## src/rtl/lcd_pixel_feeder.sv

```systemverilog
// Pixel FIFO between a frame source and an LCD panel. Timing-generator requests pop pixels,
// and the popped data leaves one cycle later, registered together with the delayed syncs.
module lcd_pixel_feeder #(
  parameter int DEPTH    = 16,
  parameter int H_ACTIVE = 480,
  parameter int V_ACTIVE = 272
) (
  input  logic                     PixelClk,
  input  logic                     RST,
  input  logic [15:0]              S_DATA,
  input  logic                     S_SOF,
  input  logic                     S_VALID,
  output logic                     S_READY,
  input  logic                     DE_IN,
  input  logic                     HSYNC_IN,
  input  logic                     VSYNC_IN,
  output logic                     LCD_DE,
  output logic                     LCD_HSYNC,
  output logic                     LCD_VSYNC,
  output logic [4:0]               LCD_R,
  output logic [5:0]               LCD_G,
  output logic [4:0]               LCD_B,
  output logic [$clog2(DEPTH):0]   FIFO_LEVEL,
  input  logic                     CLR_FLAGS,
  output logic                     UNDERFLOW,
  output logic                     SYNC_ERR
);

  localparam int AW    = $clog2(DEPTH);
  localparam int TOTAL = H_ACTIVE * V_ACTIVE;
  localparam int CW    = $clog2(TOTAL) + 1;

  typedef enum logic [1:0] {
    RESYNC = 2'd0,
    ARMED  = 2'd1,
    STREAM = 2'd2
  } state_t;

  state_t         r_state;
  logic [16:0]    r_mem [DEPTH];
  logic [AW-1:0]  r_wr_ptr;
  logic [AW-1:0]  r_rd_ptr;
  logic [AW:0]    r_level;
  logic [CW-1:0]  r_count;
  logic           r_vs_seen;
  logic           r_lcd_de;
  logic           r_lcd_hsync;
  logic           r_lcd_vsync;
  logic [15:0]    r_pix;
  logic           r_underflow;
  logic           r_sync_err;

  logic           w_full;
  logic           w_empty;
  logic           w_push;
  logic           w_req;
  logic           w_pop;
  logic [16:0]    w_head;
  logic           w_bad;
  logic [CW-1:0]  w_count_inc;
  logic           w_frame_done;
  logic           w_under;

  assign w_full       = (r_level == (AW + 1)'(DEPTH));
  assign w_empty      = (r_level == '0);
  assign S_READY      = !RST && ((r_state == RESYNC) || !w_full);
  // While resyncing, only a start-of-frame word is worth keeping.
  assign w_push       = S_VALID && S_READY && ((r_state != RESYNC) || S_SOF);
  assign w_req        = DE_IN && ((r_state == STREAM) || ((r_state == ARMED) && r_vs_seen));
  assign w_pop        = w_req && !w_empty;
  assign w_head       = r_mem[r_rd_ptr];
  assign w_bad        = w_pop && ((r_count == '0) ? !w_head[16] : w_head[16]);
  assign w_count_inc  = r_count + CW'(1);
  assign w_frame_done = w_req && !w_bad && (w_count_inc == CW'(TOTAL));
  assign w_under      = w_req && w_empty;

  always_ff @(posedge PixelClk) begin
    if (w_push) r_mem[r_wr_ptr] <= {S_SOF, S_DATA};
  end

  always_ff @(posedge PixelClk) begin
    if (RST) begin
      r_state     <= RESYNC;
      r_wr_ptr    <= '0;
      r_rd_ptr    <= '0;
      r_level     <= '0;
      r_count     <= '0;
      r_vs_seen   <= 1'b0;
      r_lcd_de    <= 1'b0;
      r_lcd_hsync <= 1'b1;
      r_lcd_vsync <= 1'b1;
      r_pix       <= '0;
      r_underflow <= 1'b0;
      r_sync_err  <= 1'b0;
    end else begin
      r_lcd_de    <= DE_IN;
      r_lcd_hsync <= HSYNC_IN;
      r_lcd_vsync <= VSYNC_IN;
      r_pix       <= (w_pop && !w_bad) ? w_head[15:0] : 16'h0000;

      // A misplaced SOF throws away everything queued, including a word arriving this cycle.
      if (w_bad) begin
        r_wr_ptr <= '0;
        r_rd_ptr <= '0;
        r_level  <= '0;
      end else begin
        if (w_push) r_wr_ptr <= r_wr_ptr + AW'(1);
        if (w_pop)  r_rd_ptr <= r_rd_ptr + AW'(1);
        r_level <= r_level + (AW + 1)'(w_push) - (AW + 1)'(w_pop);
      end

      if (w_under)        r_underflow <= 1'b1;
      else if (CLR_FLAGS) r_underflow <= 1'b0;
      if (w_bad)          r_sync_err  <= 1'b1;
      else if (CLR_FLAGS) r_sync_err  <= 1'b0;

      case (r_state)
        RESYNC: begin
          r_count   <= '0;
          r_vs_seen <= 1'b0;
          if (w_push) r_state <= ARMED;
        end
        ARMED: begin
          // r_lcd_vsync holds last cycle's VSYNC_IN, so this is the 1->0 edge.
          if (r_lcd_vsync && !VSYNC_IN) r_vs_seen <= 1'b1;
        end
        default: ;
      endcase

      if (w_req) begin
        if (w_bad) begin
          r_count <= '0;
          r_state <= RESYNC;
        end else if (w_frame_done) begin
          r_count   <= '0;
          r_vs_seen <= 1'b0;
          r_state   <= ARMED;
        end else begin
          r_count   <= w_count_inc;
          r_vs_seen <= 1'b0;
          r_state   <= STREAM;
        end
      end
    end
  end

  assign LCD_DE     = r_lcd_de;
  assign LCD_HSYNC  = r_lcd_hsync;
  assign LCD_VSYNC  = r_lcd_vsync;
  assign LCD_R      = r_pix[15:11];
  assign LCD_G      = r_pix[10:5];
  assign LCD_B      = r_pix[4:0];
  assign FIFO_LEVEL = r_level;
  assign UNDERFLOW  = r_underflow;
  assign SYNC_ERR   = r_sync_err;

endmodule

```

## config.mk

```make
export PLATFORM = sky130hd
export DESIGN_NAME = lcd_pixel_feeder
export DESIGN_NICKNAME = d
export VERILOG_FILES = /design/src/rtl/lcd_pixel_feeder.sv
export SDC_FILE = /design/constraint.sdc
export NUM_CORES = 1
export LEC_CHECK = 0
export ABC_CLOCK_PERIOD_IN_PS = 4080
export CORE_MARGIN = 10
export CORE_UTILIZATION = 60
export DETAILED_ROUTE_END_ITERATION = 7
export PLACE_DENSITY = 0.8
export SLEW_MARGIN = 30
export SYNTH_ARGS = -nofsm -noshare
export SYNTH_HDL_FRONTEND = slang
export SYNTH_SLANG_ARGS = --single-unit
```

## constraint.sdc

```tcl
create_clock -name PixelClk -period 4.08 [get_ports PixelClk]
set_clock_uncertainty 0.05 [all_clocks]
set_input_delay 1.02 -clock PixelClk [delete_from_list [all_inputs] [get_ports PixelClk]]
set_output_delay 1.02 -clock PixelClk [all_outputs]
set_load 0.01 [all_outputs]
```

==> qor.yml, run 1 <==
status: "finished clean"
ys_top_cells_by_area: "edfxtp_1, mux4_2, dfxtp_1"
finalMaxSlewViolations: 0
p_switching_uw: 1390
post-cts-setup-buffers: 0
initial_core_util: 0.608
wl_per_cell_um: 26.2
cp.required_ns: 3.01
ys_seq_elements: 331
r2r_start: "r_count[0]"
p_int_uw: 5510
vias_per_cell: 6.39
grt_pass1_vias: 7531
place.gp.congestion: 0.870
hold_buffers: 0
pwr-share-seq: 0.535
grt_max_degree: 36
fin_util: 0.700
die_area_mm2: 0.0284
rrSetupSlack_ns: 0.92
slew_headroom: 0.504
leakagePower_uw: 0.00486
powerDensity_mw_per_mm2: 453
cp.arrival_ns: 2.28
path_clk_slew_ns: 0.06
cp-start-kind: "input port"
clock_sinks: 331
die_h_um: 168
synthesis.instances: 740
path_buf_inv: 2
rsz0062_at_grt: "no"
htree_levels: 2
drc: 0
hold_class: "flop to flop"
async_flop_share: 0
post-dp-hpwl_mm: 16.3
critPathMaxFanout: 2
crit_path_frequent_cell: "clkdlybuf4s50_1"
drt_iter0_drc: 868
cts_buffers: 34
synth.top_cell.area_share: 0.618
drtPass1Iterations: 5
coreArea_mm2: 0.0218
fin_hold_ws_ns: 0.426
ys_top_cells_by_count: "edfxtp_1, mux4_2, dfxtp_1"
comb_power_share: 0.028
reg2reg_depth: 9
sw_frac_of_total: 0.202
drive_gt1_frac: 0.226
port_buffers: 50
slowest_delay_ns: 0.60
track_usage: 0.206
rows: 54
postCtsResizedCells: 0
crit_chain: "clkdlybuf4s50_1 -> a31oi_1 -> clkdlybuf4s50_1"
wl_mm: 29.2
syn_to_final_growth_pct: 15.2
grt_pass1_wl_mm: 44.7
timing.final.crit_share: 0.821
tightest_slew_ns: 0.743
antenna_found_initial: 1
cts_tree: "done"
maxCapViolCount: 0
hold_depth: 2
clockRootBuffer: "clkbuf_16"
ys_warn_count: 0
clockPowerShare: 0.437
grt_overflow: 0
slowest_stage: "clkdlybuf4s50_1"
hold_path_end: "SYNC_ERR"
ys_types: 61
cp_top_family: "buffers and inverters"
num_vias: 7135
worstHoldStart: "SYNC_ERR"
ant_nets: 0
clockBufferDepth: 3
setup_viol: 0
ys_dominant_reg_cell: "edfxtp_1"
nNetsFinal: 849
critical_path_depth: 3
vdd_drop_max_v: 0.000286
yosysSeqAreaShare: 0.707
syn_avg_cell_area_um2: 17.9
clk_latency_ns: 0.51
synth_top_area_cell: "edfxtp_1"
syn_area_mm2: 0.0132
hold_viol_final: 0
synth_most_common_cell: "edfxtp_1"
die_w_um: 168
endpoint_kind: "output port"
synth-edff-count: 272
pin_count: 51
max_freq_mhz: 298
r2r_end: "r_count[1]"
worstSetupPathType: "input port to output port"
post-route-min-period_ns: 3.35
syn-num-nets: 779
setup_tns_ns: 0
==> cell type report <==
class / count / area, um2
sequential: 331 / 9350
fill: 1302 / 6530
multi-input combinational: 344 / 3640
clock buffer: 42 / 922
timing repair buffer: 78 / 711
tap: 280 / 350
clock inverter: 19 / 169
inverter: 21 / 78.8
antenna: 1 / 2.50
==> logic make-up after synthesis <==
group / count (synthesis) / synth area share
AO/OA/AOI/OAI: 59 / 0.0315
XOR/XNOR: 14 / 0.00928
adder cells (fa/ha/maj): 15 / 0.0148
buffers and inverters: 65 / 0.0209
flip-flops: 331 / 0.707
multiplexers: 91 / 0.149
AND/OR/NAND/NOR: 165 / 0.0674
==> worst max-delay path by stage <==
stage / start / to / slack, ns
finish: RST / S_READY / 0.73
global route: r_count[0] / r_count[10] / 0.60
CTS: RST / S_READY / 0.73
detailed placement: RST / FIFO_LEVEL[4] / 0.45
global placement: RST / FIFO_LEVEL[4] / 0.59
floorplan: RST / r_mem[3][0] / 0.44
==> power by group through the flow <==
| stage | logic, uW | clock network [uW] | registers (uW) |
|---|---|---|---|
| after global placement | 178 | 0 | 3760 |
| after floorplan | 80.4 | 0 | 3760 |
| final | 192 | 3020 | 3690 |
| after CTS | 191 | 3040 | 3690 |
| after global routing | 209 | 3180 | 3690 |
| after detailed placement | 189 | 0 | 3760 |
==> routing by layer <==
| layer | share of wire | up-vias | global-route usage |
|---|---|---|---|
| met2 | 0.52 | 338 | 0.354 |
| met4 | 0.021 | 0 | 0.0587 |
| met5 | 0 | - | 0 |
| met3 | 0.073 | 62 | 0.0382 |
| li1 | - | 3069 | - |
| met1 | 0.39 | 3666 | 0.264 |
==> metrics by stage <==
step	cell area, um2	cells	total power, uW	setup WS (ns)
finish	15200	1116	6900	0.728
global route	15200	1115	7080	0.597
CTS	15200	1115	6920	0.726
detailed placement	14100	1054	3950	0.454
global placement	14100	1054	3940	0.595
floorplan	13200	740	3840	0.438
==> placed cells by master, fill, tap and decap left out, types with 5 or more instances in the layout <==
cell type and count:
o21ai_1 8, mux2i_1 5, edfxtp_1 272, clkbuf_16 35
clkinv_1 5, a21oi_1 9, dfxtp_1 57, ha_1 14
nor2_2 12, xor2_1 8, nor3_1 14, nor2_1 28
buf_4 28, o21ai_0 9, nor2b_1 19, clkbuf_1 5
clkdlybuf4s50_1 50, nand3_1 5, nand2_1 32, nand2b_1 5
nor4_1 9, xnor2_1 6, inv_1 21, mux4_2 84
nand4_1 8
==> registers in the layout, indices dropped and copies added (netlist names), 2 cells and up, named ones only <==
signal / cells
FIFO_LEVEL: 5
r_count: 18
r_mem: 272
r_pix: 16
r_rd_ptr: 4
r_state: 2
r_wr_ptr: 4
==> tightest hold or removal path: cells and delay by family (launching register included) <==
kind	cells	cell delay [ns]
AO/OA/AOI/OAI	1	0.06
flip-flops	1	0.31
AND/OR/NAND/NOR	1	0.06
Note: power is estimated with default switching activity, not from simulation.
==> inputs of run 2 (changes only) <==
ABC_CLOCK_PERIOD_IN_PS = 2900   (was 4080)
CORE_UTILIZATION = 55   (was 60)
PLACE_DENSITY = 0.77   (was 0.8)
clock period = 2.9 ns   (was 4.08 ns; I/O delays follow)
==> run 2 against run 1 <==
  * Core utilization down 3.9 points
  * Combinational power up 42%
  * Sequential share of layout area down 1.3 points
  * Critical path depth up 1
  * First-iteration DRC count down 17%
  * Global-route usage down 2.2 points
  * Die area up 8.0%
  * Final area up 2.2%
  * Critical path type unchanged
  * Critical endpoint unchanged
==> qor.yml, run 2 (synthesized netlist as in run 1, its figures left out) <==
nNetsFinal: 878  # was 849
biggestRegsByFlops: "r_mem x272, r_count x18, r_pix x16"  # unchanged
grt_overflow: 0  # unchanged
vias_per_cell: 5.99  # was 6.39
post-route-min-period_ns: 2.82
layout_commonest_cell: "edfxtp_1"  # unchanged
maxCapViolCount: 0  # unchanged
clock_sinks: 331  # unchanged
fill_cells: 1550  # was 1302
timing.final.crit_share: 0.971
initial_core_util: 0.561  # was 0.608
wl_mm: 28.0  # was 29.2 mm
tightest_slew_ns: 0.717  # was 0.743 ns
wl_per_cell_um: 23.6  # was 26.2 um
finalMaxSlewViolations: 0  # unchanged
rows: 56  # was 54
cts_buffers: 34  # unchanged
clockBufferDepth: 3  # unchanged
post-cts-setup-buffers: 0  # unchanged
fin_ws_ns: 0.0849  # was 0.728 ns
rsz0062_at_grt: "no"  # unchanged
post-dp-hpwl_mm: 16.9  # was 16.3 mm
coreArea_mm2: 0.0235  # was 0.0218 mm2
drt_iter0_drc: 718  # was 868
die_h_um: 175  # was 168 um
grt_max_degree: 65  # was 36
drc: 0  # unchanged
drtPass1Iterations: 5  # unchanged
leakagePower_uw: 0.00504  # was 0.00486 uW
post-place-ws_ns: -0.302  # was 0.454 ns
status: "finished clean"  # unchanged
slew_headroom: 0.518  # was 0.504
cp.required_ns: 2.12  # was 3.01 ns
max_freq_mhz: 355
antenna_found_initial: 1  # unchanged
syn_to_final_growth_pct: 17.7  # was 15.2%
num_vias: 7099  # was 7135
path_clk_slew_ns: 0.06  # about the same
hold_class: "flop to flop"  # unchanged
cp.arrival_ns: 2.04  # was 2.28 ns
cp-start-kind: "input port"  # unchanged
endpoint_kind: "output port"  # unchanged
cts_tree: "done"  # unchanged
setup_viol: 0  # unchanged
largest_reg_flops: 272  # unchanged
track_usage: 0.185  # was 0.206
hold_viol_final: 0  # unchanged
layout_common_cells: "edfxtp_1, mux4_2, dfxtp_1"  # unchanged
drive_gt1_frac: 0.240  # was 0.226
grt_pass1_wl_mm: 43.9  # was 44.7 mm
pin_count: 51  # unchanged
ant_nets: 0  # unchanged
powerDensity_mw_per_mm2: 623  # was 453 mW/mm2
vdd_drop_max_v: 0.000424  # was 0.000286 V
critPathMaxFanout: 2  # unchanged
die_w_um: 175  # was 168 um
grt_pass1_vias: 7570  # was 7531
clk_latency_ns: 0.51  # about the same
htree_levels: 2  # unchanged
top_register: "r_mem"  # unchanged
die_area_mm2: 0.0306  # was 0.0284 mm2
clockRootBuffer: "clkbuf_16"  # unchanged
place.gp.congestion: 0.834  # was 0.870
place_inst: 1122  # was 1054
instances_no_fill: 1185  # was 1116
worstSetupPathType: "input port to output port"  # unchanged
port_buffers: 50  # unchanged
fin_util: 0.661  # was 0.700
[run 2: cell count changes in the layout (fill, tap and decap cells not counted), sizes merged]
cell and change:
buf +29, bufinv +1, clkinv +8, clkinvlp -4
inv -4
[run 2: worst paths after layout]
check,from,endpoint,slack (ns),cells past startpoint
setup / recovery,RST,S_READY,0.08,4
hold / removal,SYNC_ERR,SYNC_ERR,0.44,2
setup reg to reg,FIFO_LEVEL[3],FIFO_LEVEL[4],0.18,13
hold reg to reg,SYNC_ERR,SYNC_ERR,0.44,2
[run 2: timing repair]
item / 4_1_cts / 5_1_grt
resized for setup: 0 / 3
hold buffers: 0 / 0
endpoints found under the setup margin: 0 / 2
[run 2: where the power goes]
part / internal [uW] / switching, uW / leakage [uW]
combinational: 132 / 141 / 0.00158
sequential: 5170 / 25.4 / 0.00293
clock: 2500 / 1740 / 0.000537
[run 2: final cells by class]
type	count	area (um2)	share of cell area
timing repair buffer	107	1000	0.0645
multi-input combinational	344	3630	0.233
antenna	1	2.50	0.000161
clock buffer	42	902	0.0580
inverter	21	78.8	0.00506
tap	319	399	0.0256
sequential	331	9350	0.601
clock inverter	20	196	0.0126
[run 2: critical path: stages]
cell and delay [ns]:
clkdlybuf4s50_1 0.45, a31oi_2 0.19, buf_4 0.13, clkdlybuf4s50_1 0.54
[run 2: per-layer routing]
| metal | wire [um] | global-route usage | part of all wire | vias to the layer above |
|---|---|---|---|---|
| met4 | 600 | 0.0562 | 0.021 | 2 |
| met2 | 14300 | 0.314 | 0.51 | 278 |
| met3 | 1930 | 0.0386 | 0.069 | 46 |
| met1 | 11100 | 0.234 | 0.40 | 3645 |
| li1 | - | - | - | 3128 |
| met5 | 8 | 0 | 0.00029 | - |
[run 2: through the flow]
stage | power [uW] | area, um2 | setup TNS [ns] | hold WS (ns)
2_1_floorplan | 5410 | 13200 | 0 | 0.423
3_3_place_gp | 5550 | 14500 | -0.270 | 0.419
3_5_place_dp | 5560 | 14500 | -0.461 | 0.419
4_1_cts | 9780 | 15600 | 0 | 0.435
5_1_grt | 9980 | 15600 | 0 | 0.488
6_report | 9700 | 15600 | 0 | 0.436
==> inputs of run 3 (changes only) <==
CORE_UTILIZATION = 57   (was 55)
CTS_BUF_LIST = sky130_fd_sc_hd__clkbuf_8   (was not set)
CTS_CLUSTER_SIZE = 8   (was not set)
PLACE_DENSITY = 0.79   (was 0.77)
==> run 3 against run 2 <==
  * First-iteration DRC count fell by 19%
  * Maximum frequency rose by 3.2%
  * Sequential power hardly changed
  * Sequential share of layout area grew 0.36 points
  * Clock-buffer cell count rose by 11
  * Worst setup slack gained 0.088 ns
  * Total power shrank 7.7%
  * Combinational power is 4% higher
  * Non-clock buffer count up 1
  * Via count grew 1.4%
  * Hold slack lost 0.0098 ns
==> qor.yml, run 3 (synthesized netlist as in run 1, its figures left out) <==
status: "finished clean"  # unchanged
postCtsResizedCells: 2  # was 0
rows: 55  # was 56
die_h_um: 172  # was 175 um
slew_headroom: 0.531  # was 0.518
fin_hold_ws_ns: 0.426  # was 0.436 ns
cp_top_family: "adder cells"  # was buffers and inverters
cp-start-kind: "flop"  # was input port
grt_max_degree: 65  # unchanged
drive_gt1_frac: 0.251  # was 0.240
cts_tree: "done"  # unchanged
port_buffers: 50  # unchanged
track_usage: 0.194  # was 0.185
setup_tns_ns: 0  # unchanged
hold_class: "flop to flop"  # unchanged
drtPass1Iterations: 5  # unchanged
grt_pass1_wl_mm: 43.4  # was 43.9 mm
timing.final.crit_share: 0.940  # was 0.971
comb_power_share: 0.032  # was 0.028
place.gp.congestion: 0.886  # was 0.834
cp.required_ns: 3.31  # was 2.12 ns
critPathMaxFanout: 3  # was 2
hold_buffers: 0  # unchanged
final_cell_area_mm2: 0.0155  # was 0.0156 mm2
maxCapViolCount: 0  # unchanged
clk_latency_ns: 0.57  # was 0.51 ns
endpoint_kind: "flop"  # was output port
drc: 0  # unchanged
power_uw: 8960  # was 9700 uW
leakagePower_uw: 0.00512  # was 0.00504 uW
max_freq_mhz: 367  # was 355 MHz
crit_chain: "inv_1 -> ha_4 -> or4b_1 -> o211a_1 -> ha_1 -> inv_1 -> ha_1 -> fa_2 -> a21oi_2 -> nor2_1 -> nor2_1 -> xnor2_1 -> nor2_1"  # was clkdlybuf4s50_1 -> a31oi_2 -> buf_4 -> clkdlybuf4s50_1
met3_length_mm: 1.67  # was 1.93 mm
top_register: "r_mem"  # unchanged
p_switching_uw: 1870  # was 1910 uW
clockPowerShare: 0.389  # was 0.437
biggestRegsByFlops: "r_mem x272, r_count x18, r_pix x16"  # unchanged
fill_cells: 1407  # was 1550
clockRootBuffer: "clkbuf_8"  # was clkbuf_16
grt_pass1_vias: 7670  # was 7570
path_buf_inv: 2  # was 3
ant_nets: 0  # unchanged
top_layer: "met4"  # was met5
fin_util: 0.681  # was 0.661
vdd_drop_max_v: 0.000483  # was 0.000424 V
nNetsFinal: 896  # was 878
p_int_uw: 7090  # was 7800 uW
pwr-share-seq: 0.580  # was 0.535
place_area_mm2: 0.0145  # about the same
num_vias: 7196  # was 7099
sw_frac_of_total: 0.208  # was 0.196
cts_buffers: 51  # was 34
grt_overflow: 0  # unchanged
clockBufferDepth: 3  # unchanged
cp.arrival_ns: 3.13  # was 2.04 ns
path_clk_slew_ns: 0.06  # about the same
coreArea_mm2: 0.0227  # was 0.0235 mm2
crit_path_frequent_cell: "nor2_1"  # was clkdlybuf4s50_1
pin_count: 51  # unchanged
wl_met2_mm: 14.3  # about the same
routedLengthMet1_mm: 11.1  # about the same
die_w_um: 172  # was 175 um
layout_commonest_cell: "edfxtp_1"  # unchanged
die_area_mm2: 0.0297  # was 0.0306 mm2
clock_sinks: 331  # unchanged
htree_levels: 2  # unchanged
wl_mm: 27.7  # was 28.0 mm
finalMaxSlewViolations: 0  # unchanged
antenna_found_initial: 1  # unchanged
initial_core_util: 0.582  # was 0.561
rsz0062_at_grt: "yes"  # was no
drt_iter0_drc: 578  # was 718
hold_viol_final: 0  # unchanged
post-dp-hpwl_mm: 17.3  # was 16.9 mm
tightest_slew_ns: 0.697  # was 0.717 ns
largest_reg_flops: 272  # unchanged
layout_common_cells: "edfxtp_1, mux4_2, dfxtp_1"  # unchanged
slowest_stage: "or4b_1"  # was clkdlybuf4s50_1
post-cts-setup-buffers: 0  # unchanged
vias_per_cell: 6.08  # was 5.99
worstSetupPathType: "flop to flop"  # was input port to output port
setup_viol: 0  # unchanged
post-route-min-period_ns: 2.73  # was 2.82 ns
syn_to_final_growth_pct: 17.0  # was 17.7%
wl_per_cell_um: 23.4  # was 23.6 um
slowest_delay_ns: 0.44  # was 0.54 ns
powerDensity_mw_per_mm2: 579  # was 623 mW/mm2
[run 3: worst register-to-register path: cells and delay by family, from the launching register on]
kind            cells  cell delay, ns
buf+inv             2            0.15
simple gates        4            0.67
compound gates      2            0.29
xor+xnor            1            0.14
fa+ha+maj           4            0.99
flops               1            0.32
[run 3: through the flow]
stage,std cells,setup WS (ns)
floorplan,740,0.0405
global placement,1089,-0.251
detailed placement,1089,-0.278
CTS,1183,0.0187
global route,1183,0.00166
finish,1184,0.173
[run 3: power groups by stage]
stage / sequential [uW] / combinational, uW / clock (uW)
6_report: 5190 / 283 / 3480
4_1_cts: 5190 / 278 / 3560
2_1_floorplan: 5290 / 115 / 0
3_5_place_dp: 5290 / 276 / 0
5_1_grt: 5190 / 312 / 3770
3_3_place_gp: 5290 / 261 / 0
[run 3: layout make-up]
class | instances | area (um2) | share of cell area
tap | 285 | 357 | 0.0231
sequential | 331 | 9350 | 0.605
multi-input combinational | 344 | 3650 | 0.236
clock inverter | 41 | 203 | 0.0131
clock buffer | 53 | 729 | 0.0472
antenna | 1 | 2.50 | 0.000162
timing repair buffer | 108 | 1100 | 0.0709
inverter | 21 | 78.8 | 0.00510
[run 3: routing by layer]
metal / global-route usage / vias to the layer above
li1: - / 3187
met1: 0.244 / 3700
met2: 0.331 / 263
met3: 0.0367 / 46
met4: 0.0637 / 0
met5: 0 / -
[run 3: path summary, 6_finish.rpt]
kind                 startpoint             to  slack (ns)  cells after the start
setup / recovery  FIFO_LEVEL[3]  FIFO_LEVEL[4]        0.17                     13
hold / removal         SYNC_ERR       SYNC_ERR        0.43                      2
setup reg to reg  FIFO_LEVEL[3]  FIFO_LEVEL[4]        0.17                     13
hold reg to reg        SYNC_ERR       SYNC_ERR        0.43                      2
